<file path="src/rtl/batalha_pkg.sv">
// Shared types and constants for the battleship turn controller and its helpers.
package batalha_pkg;

  localparam int POS_W          = 3;
  localparam int DEB_CYCLES_DEF = 1000000;

  typedef enum logic [1:0] {
    HIDE,
    SHOOT,
    WAIT,
    DONE
  } state_t;

endpackage

</file>
<file path="src/rtl/debounce_key.sv">
// Pushbutton conditioner: 2-FF synchronizer, stability counter and a one-cycle
// press pulse on the debounced falling edge of an active-low key.
module debounce_key
  import batalha_pkg::*;
#(
  parameter int DEB_CYCLES = DEB_CYCLES_DEF
) (
  input  logic clk,
  input  logic reset,
  input  logic key_n,
  output logic press
);

  localparam int CNT_W = (DEB_CYCLES > 1) ? $clog2(DEB_CYCLES) : 1;
  localparam logic [CNT_W-1:0] CNT_LAST = CNT_W'(DEB_CYCLES - 1);

  logic [1:0]       sync_q;
  logic             key_sync;
  logic             level_q;
  logic             armed_q;
  logic [CNT_W-1:0] cnt_q;

  // NOTE: the synchronizer flops carry no reset; they only hold sampled copies of key_n.
  always_ff @(posedge clk) begin
    sync_q <= {sync_q[0], key_n};
  end

  assign key_sync = sync_q[1];

  // armed_q blocks the press from a button that was already held when reset released.
  // NOTE: sequential state uses <= so every register reads pre-edge values.
  always_ff @(posedge clk) begin
    if (reset) begin
      level_q <= 1'b1;
      armed_q <= 1'b0;
      cnt_q   <= '0;
      press   <= 1'b0;
    end else begin
      press <= 1'b0;
      if (key_sync) armed_q <= 1'b1;
      if (key_sync != level_q) begin
        if (cnt_q == CNT_LAST) begin
          level_q <= key_sync;
          cnt_q   <= '0;
          press   <= ~key_sync & armed_q;
        end else begin
          cnt_q <= cnt_q + 1'b1;
        end
      end else begin
        cnt_q <= '0;
      end
    end
  end

endmodule

</file>
<file path="src/rtl/jogada_turnos.sv">
// Battleship move-entry/turn controller: hide ship, then up to MAX_SHOTS guesses.
// Define JOGADA_REPEAT_FILTER_EN to reject repeated guesses (adds repeat_rej).
module jogada_turnos
  import batalha_pkg::*;
#(
  parameter int DEB_CYCLES = DEB_CYCLES_DEF,
  parameter int MAX_SHOTS  = 6
) (
  input  logic             CLOCK_50,
  input  logic             reset,
  input  logic             key_n,
  input  logic [POS_W-1:0] sw_p1,
  input  logic [POS_W-1:0] sw_p2,
  input  logic             hit,
  output logic [POS_W-1:0] ship_pos,
  output logic [POS_W-1:0] guess_pos,
  output logic             guess_valid,
  output logic             turn_p2,
  output logic [2:0]       shots,
  output logic             game_over,
  output logic             p2_wins
`ifdef JOGADA_REPEAT_FILTER_EN
  ,
  output logic             repeat_rej
`endif
);

  state_t state_q, state_d;
  logic   press;
  logic   take_ship, take_guess, finish, win;

  debounce_key #(
    .DEB_CYCLES(DEB_CYCLES)
  ) u_key (
    .clk  (CLOCK_50),
    .reset(reset),
    .key_n(key_n),
    .press(press)
  );

`ifdef JOGADA_REPEAT_FILTER_EN
  logic [7:0] tried_q;
  logic       rej;
`endif

  // While guess_valid is high the comparator is still working, so SHOOT holds one
  // extra cycle and WAIT lands exactly on the cycle hit becomes valid.
  always_comb begin
    // NOTE: every signal gets a default first so no latch is inferred.
    state_d    = state_q;
    take_ship  = 1'b0;
    take_guess = 1'b0;
    finish     = 1'b0;
    win        = 1'b0;
    turn_p2    = 1'b0;
`ifdef JOGADA_REPEAT_FILTER_EN
    rej        = 1'b0;
`endif
    case (state_q)
      HIDE: begin
        if (press) begin
          take_ship = 1'b1;
          state_d   = SHOOT;
        end
      end
      SHOOT: begin
        turn_p2 = ~guess_valid;
        if (guess_valid) begin
          state_d = WAIT;
        end else if (press) begin
`ifdef JOGADA_REPEAT_FILTER_EN
          if (tried_q[sw_p2]) rej = 1'b1;
          else                take_guess = 1'b1;
`else
          take_guess = 1'b1;
`endif
        end
      end
      WAIT: begin
        if (hit) begin
          finish  = 1'b1;
          win     = 1'b1;
          state_d = DONE;
        end else if (shots == 3'(MAX_SHOTS)) begin
          finish  = 1'b1;
          state_d = DONE;
        end else begin
          state_d = SHOOT;
        end
      end
      DONE:    state_d = DONE;
      default: state_d = HIDE;
    endcase
  end

  always_ff @(posedge CLOCK_50) begin
    if (reset) begin
      state_q     <= HIDE;
      ship_pos    <= '0;
      guess_pos   <= '0;
      guess_valid <= 1'b0;
      shots       <= '0;
      game_over   <= 1'b0;
      p2_wins     <= 1'b0;
    end else begin
      state_q     <= state_d;
      guess_valid <= take_guess;
      if (take_ship) ship_pos <= sw_p1;
      if (take_guess) begin
        guess_pos <= sw_p2;
        shots     <= shots + 1'b1;
      end
      if (finish) begin
        game_over <= 1'b1;
        p2_wins   <= win;
      end
    end
  end

`ifdef JOGADA_REPEAT_FILTER_EN
  always_ff @(posedge CLOCK_50) begin
    if (reset) begin
      tried_q    <= '0;
      repeat_rej <= 1'b0;
    end else begin
      repeat_rej <= rej;
      if (take_guess) tried_q[sw_p2] <= 1'b1;
    end
  end
`endif

endmodule
</file>
<file path="config.mk">
export PLATFORM = sky130hd
export DESIGN_NAME = jogada_turnos
export DESIGN_NICKNAME = d
export VERILOG_FILES = /design/src/rtl/batalha_pkg.sv /design/src/rtl/debounce_key.sv /design/src/rtl/jogada_turnos.sv
export SDC_FILE = /design/constraint.sdc
export NUM_CORES = 1
export LEC_CHECK = 0
export CORE_ASPECT_RATIO = 1.4
export CORE_UTILIZATION = 57
export CTS_BUF_LIST = sky130_fd_sc_hd__clkbuf_4 sky130_fd_sc_hd__clkbuf_8 sky130_fd_sc_hd__clkbuf_16
export DETAILED_ROUTE_END_ITERATION = 10
export PLACE_DENSITY = 0.81
export RECOVER_POWER = 100
export REMOVE_ABC_BUFFERS = 1
export SLEW_MARGIN = 20
export SYNTH_ARGS = -nofsm -noshare
export SYNTH_HDL_FRONTEND = slang
export SYNTH_SLANG_ARGS = --single-unit
</file>
<file path="constraint.sdc">
create_clock -name CLOCK_50 -period 3.85 [get_ports CLOCK_50]
set_input_delay 0.77 -clock CLOCK_50 [delete_from_list [all_inputs] [get_ports CLOCK_50]]
set_output_delay 0.77 -clock CLOCK_50 [all_outputs]
set_load 0.01 [all_outputs]
</file>
==> results of run 1 <==
## per-stage QoR
step	hold slack [ns]	setup WS (ns)
final	0.353	1.22
after global placement	0.327	1.60
after floorplan	0.310	1.36
after global routing	0.361	1.08
after detailed placement	0.330	1.50
after CTS	0.356	1.54
## flip-flops by register name (all words and copies together) (netlist names), 2 cells and up
name	flops
u_key.cnt_q	20
guess_pos	3
ship_pos	3
shots	3
state_q	2
u_key.sync_q	2
## power by group
| part | switching [mW] | internal [mW] |
|---|---|---|
| combinational | 0.00967 | 0.0100 |
| clock | 0.131 | 0.137 |
| sequential | 0.00255 | 0.406 |
| total | 0.144 | 0.553 |
## critical path, stage by stage (launching register included)
cell and delay, ns:
dfxtp_1 0.37, or4b_1 0.51, or4_1 0.57, o211ai_1 0.19
clkbuf_1 0.70, a21oi_1 0.13
## cells by family after synthesis
group,after synthesis
mux,6
buf+inv,13
flops,39
compound gates,24
xor+xnor,14
simple gates,77
fa+ha+maj,3
## cell type report
type,instances,share of cell area (%)
Tap cell,36,2.32
Multi-Input combinational cell,124,40.1
Sequential cell,39,40.1
Clock inverter,3,2.25
Inverter,7,1.35
Clock buffer,5,1.93
Timing Repair Buffer,24,11.9
## worst paths after layout
| path | startpoint | endpoint | slack [ns] | cells past startpoint |
|---|---|---|---|---|
| min reg2reg | u_key.sync_q[0] | u_key.sync_q[1] | 0.35 | 0 |
| min | u_key.sync_q[0] | u_key.sync_q[1] | 0.35 | 0 |
| max reg2reg | u_key.cnt_q[13] | u_key.cnt_q[12] | 1.22 | 5 |
| max | u_key.cnt_q[13] | u_key.cnt_q[12] | 1.22 | 5 |
## cell usage in the layout (no fill, tap or decap), types with 2 or more instances in the layout
cell / n
a21oi_1: 8
a21oi_2: 2
clkbuf_4: 5
clkdlybuf4s50_1: 7
dfxtp_1: 39
dlygate4sd3_1: 15
ha_1: 3
inv_1: 7
mux2i_1: 6
nand2_1: 9
nand3_1: 8
nand4_1: 4
nor2_1: 31
nor3_1: 2
nor3b_1: 2
nor4_1: 2
o21ai_0: 6
o31ai_1: 3
or3_1: 3
or4_1: 6
xnor2_1: 8
xor2_1: 6
## per-layer routing
layer	GRT usage [%]	part of all wire, %	wire length (um)
met5	0	0	0
met1	20.1	39	1240
met4	12.9	2.8	89
met2	44.4	56	1770
met3	4.46	2.6	84
==> summary.txt, run 1 <==
Synthesis
  – Post-synthesis mux area share: 3.72%
  – Post-synth EDFFs: 0
  – Gate Count Post-Synth: around 180
  – Syn avg cell area: a little over 9 um2
  – Xor/xnor cell area share of the yosys netlist: approximately 7.6%
  – Synth Area in Simple Gates: about a quarter
  – Adder-cell share of the synthesized area: ~2.3%
  – Cell accounting for the most synthesized area: dfxtp_1
  – Combinational family with the most area after synthesis: simple AND/OR/NAND/NOR gates
  – Top-count cell post-synth: dfxtp_1
  – Seq cells post-synth: 39
  – Yosys top cell area share: 48.4%
  – Ranking of synthesized cells by area: dfxtp_1, nor2_1, xnor2_1
  – Register area share after synthesis: 48.4%
  – Post-synthesis compound-gate area fraction: 9.22%
  – Commonest cells in the synthesized netlist: dfxtp_1, nor2_1, nand2_1
  – Synth unique cells: 36
  – Asr flop ratio synth: 0%
  – Mapped cell area: between 0.0015 and 0.002 mm2
  – Synth warn: 0
  – Main synth FF type: dfxtp_1

STA
  – Max Clk Rate: approximately 380 MHz
  – Slew HR: about two fifths
  – Final Hold Vio Count: 0
  – RSZ-0062 raised after global routing: no
  – Fin. max-slew vios: 0
  – Period utilization: 68.2%
  – Setup-failing EPs final: 0
  – Minimum clock period: between 2 and 3 ns
  – TNS Setup: 0 ns
  – Setup Skew: between 0.01 and 0.015 ns
  – Worst Tran Pin Value: about 0.9 ns

Clock network
  – Clk sinks: 39
  – Clk buf depth: 2
  – H-tree Lvls: 2
  – Cts hold-fix bufs: 0
  – Root Driver: clkbuf_4
  – Postcts setup bufs: 0
  – Clock-pin slew on the worst setup and hold paths: 0.12 ns
  – CTS tree: yes
  – Total CTS buffers: 5
  – Clk Latency, worst-skew pair: 0.34 ns
  – Post_cts resized: 0

Final layout
  – N_diodes: 0
  – Fill count: approximately 210
  – Area Overhead vs Synth: 20.5%
  – Design Area, Final: 0.00195 mm2
  – Final Util: around three quarters
  – Register area: 781 um2
  – Share of layout cells above drive strength 1: 7.43%
  – Layout Cells excl Fill: 238
  – Final net count: 214
  – Area of the multi-input gates: ~800 um2

Floorplan
  – # IOs: 23
  – Core area: around 0.0026 mm2
  – Initial Util: 61.1%
  – Die W: 47.0 um
  – Cell Rows: 22
  – Die ar.: between 0.003 and 0.004 mm2
  – Die Span Y: between 60 and 70 um

Drt
  – Vias per std cell: approximately 5.7
  – Initial DRC count: 24
  – Final ANT Viol Nets: 0
  – Routed WL per cell: ~13 um
  – Residual DRC: 0
  – Pre-Repair DR Iteration Count: 4
  – WL final: approximately 3200 um
  – Via count: 1,348

Global route
  – Largest net degree at the start of global routing: 21
  – Vias in the first global route: roughly 1,300
  – Initial antenna violation count: 0
  – GRT Overall Usage: a little under a quarter
  – First-pass GRT wire length: between 5000 and 6000 um
  – GRT Residual Overflow: 0

Setup path
  – CP Max Fanout: 20
  – Crit Path Category: reg -> reg
  – Endpoint type of the worst setup path: flop
  – Worst EP arrival: about 2.8 ns
  – CP Launch Type: flop
  – Critical Path RT: about 4.0 ns

Power and ir drop
  – VDD IR max: around 0.00028 V
  – P per Cell Area: around 360 mW/mm2
  – Static Leak: slightly below 0.7 nW
  – Total power: 0.697 mW

Status
  – Status: finished, final reports clean

Run
  – Max-cap viol count: 0

Min path
  – Hold Path Class: reg -> reg

Place
  – Placed instance count: 230
  – Port bufs: 22
  – GP Congestion: ~0.74
  – Post-DP HPWL: ~2400 um
  – Placement Cell Area: 0.00187 mm2
Power figures use the tool's default switching activity.
==> inputs of run 2 (changes only) <==
- CORE_UTILIZATION: 57 -> 53
- PLACE_DENSITY: 0.81 -> 0.76
- clock period: 3.85 -> 2.6 ns (I/O delays scaled with it)
==> run 2 against run 1 <==
  * Sequential share of layout area fell by 0.26 points
  * First-iteration DRC count rose by 110%
  * Maximum frequency rose by 24%
  * Critical path type unchanged
  * Critical endpoint is now u_key.cnt_q[10]
  * Largest cell class unchanged
==> summary.txt, run 2 (same netlist as run 1, synthesis figures left out) <==
Status
  – Status: finished, final reports clean

Run
  – Max-cap viol count: 0

STA
  – Fin. max-slew vios: 0
  – TNS Setup: 0 ns
  – Setup-failing EPs final: 0
  – Worst Tran Pin Value: roughly 0.62 ns
  – Setup Skew: ~0.009 ns
  – RSZ-0062 raised after global routing: no
  – Period utilization: about 82%
  – Max Clk Rate: about 470 MHz
  – Final Hold Vio Count: 0
  – Slew HR: 58.6%
  – Minimum clock period: between 2 and 2.5 ns

Final layout
  – Most flops, register: u_key.cnt_q
  – Commonest non-fill, non-tap cell in the layout: dfxtp_1
  – Area Overhead vs Synth: 21.3%
  – Final Util: approximately 68%
  – Commonest non-fill, non-tap cells in the layout: dfxtp_1, nor2_1, dlygate4sd3_1, a21oi_1, nand2_1
  – Share of layout cells above drive strength 1: roughly 7.4%
  – N_diodes: 0
  – Max FFs per register: 20
  – Final net count: 215
  – Fill count: 243

Power and ir drop
  – Switch share: around 22%
  – Reg power frac: approximately three fifths
  – Cell Int Power: ~0.80 mW
  – Clk pwr share: around two fifths
  – P per Cell Area: 527 mW/mm2
  – VDD IR max: about 0.00051 V
  – Switching power: between 0.2 and 0.25 mW
  – Comb pwr share: approximately 2.9%
  – Static Leak: between 0.6 and 0.7 nW

Clock network
  – Clk sinks: 39
  – Total CTS buffers: 5
  – Root Driver: clkbuf_8
  – Clock-pin slew on the worst setup and hold paths: 0.08 ns
  – CTS tree: yes
  – Cts hold-fix bufs: 0
  – Postcts setup bufs: 0
  – Clk buf depth: 2
  – H-tree Lvls: 2
  – Post_cts resized: 0
  – Clk Latency, worst-skew pair: ~0.30 ns

Floorplan
  – Core area: ~0.0029 mm2
  – Initial Util: between 50% and 60%
  – Cell Rows: 23
  – # IOs: 23
  – Die ar.: approximately 0.0033 mm2
  – Die Span Y: between 60 and 70 um
  – Die W: about 49 um

Global route
  – Vias in the first global route: ~1,300
  – GRT Overall Usage: approximately 22%
  – First-pass GRT wire length: between 5000 and 6000 um
  – Largest net degree at the start of global routing: 21
  – GRT Residual Overflow: 0
  – Initial antenna violation count: 0

Setup path
  – Worst EP arrival: ~2.3 ns
  – Crit Path Category: reg -> reg
  – CP Launch Type: flop
  – Endpoint type of the worst setup path: flop
  – R2R setup slack: 0.48 ns
  – CP Max Fanout: 20
  – Critical Path RT: about 2.8 ns

Drt
  – Final ANT Viol Nets: 0
  – Routed WL per cell: around 13 um
  – WL final: between 3000 and 4000 um
  – Initial DRC count: between 50 and 60
  – Residual DRC: 0
  – Via count: around 1,300
  – Pre-Repair DR Iteration Count: 4
  – Vias per std cell: ~5.5

Place
  – GP Congestion: approximately 0.8
  – Port bufs: 22
  – Post-DP HPWL: around 2300 um

Min path
  – Hold Path Class: reg -> reg
## run 2: cell types whose count changed in the layout (fill, tap and decap cells not counted), sizes merged
cell | before | now
clkinvlp | 0 | 2
buf | 1 | 2
bufinv | 1 | 0
clkinv | 2 | 1
## run 2: per-layer routing
layer	part of all wire, %	global-route usage [%]	routed length, um	vias to the layer above
li1	-	-	-	663
met1	41	21.7	1290	618
met2	53	42.0	1660	29
met3	4.0	6.53	126	5
met4	1.9	12.1	58	0
met5	0	0	0	-
## run 2: cell type report
type / instances / area (um2) / area share [%]
flip-flops and latches: 39 / 781 / 39.9
multi-input cells: 124 / 777 / 39.7
repair buffers: 25 / 239 / 12.2
clock buffers: 5 / 68.8 / 3.51
well taps: 37 / 46.3 / 2.36
inverters: 7 / 26.3 / 1.34
clock inverters: 3 / 20.0 / 1.02
## run 2: worst paths after layout
check,end,start,cells past startpoint
worst max register to register,u_key.cnt_q[10],u_key.cnt_q[13],5
worst min-delay path,u_key.sync_q[1],u_key.sync_q[0],0
worst max-delay path,u_key.cnt_q[10],u_key.cnt_q[13],5
worst min register to register,u_key.sync_q[1],u_key.sync_q[0],0
## run 2: power by group through the flow
stage               registers, mW  logic (mW)  clock network (mW)
floorplan                   0.618     0.00984                   0
CTS                         0.605      0.0322               0.405
global placement            0.618      0.0310                   0
detailed placement          0.619      0.0320                   0
global route                0.605      0.0340               0.431
finish                      0.605      0.0304               0.397
## run 2: stage by stage
| step | hold WS, ns | power [mW] | setup WS [ns] | instances | cell area (um2) |
|---|---|---|---|---|---|
| after floorplan | 0.310 | 0.628 | 0.106 | 170 | 1590 |
| after global placement | 0.323 | 0.649 | 0.540 | 232 | 1880 |
| after detailed placement | 0.340 | 0.651 | 0.471 | 232 | 1880 |
| after CTS | 0.356 | 1.04 | 0.466 | 240 | 1970 |
| after global routing | 0.370 | 1.07 | 0.328 | 240 | 1960 |
| final | 0.363 | 1.03 | 0.480 | 240 | 1960 |
## run 2: worst max-delay path: stages (launching register included)
cell	delay (ns)
dfxtp_1	0.35
or4b_1	0.53
or4_1	0.59
o211ai_1	0.19
buf_4	0.27
nor2_1	0.08
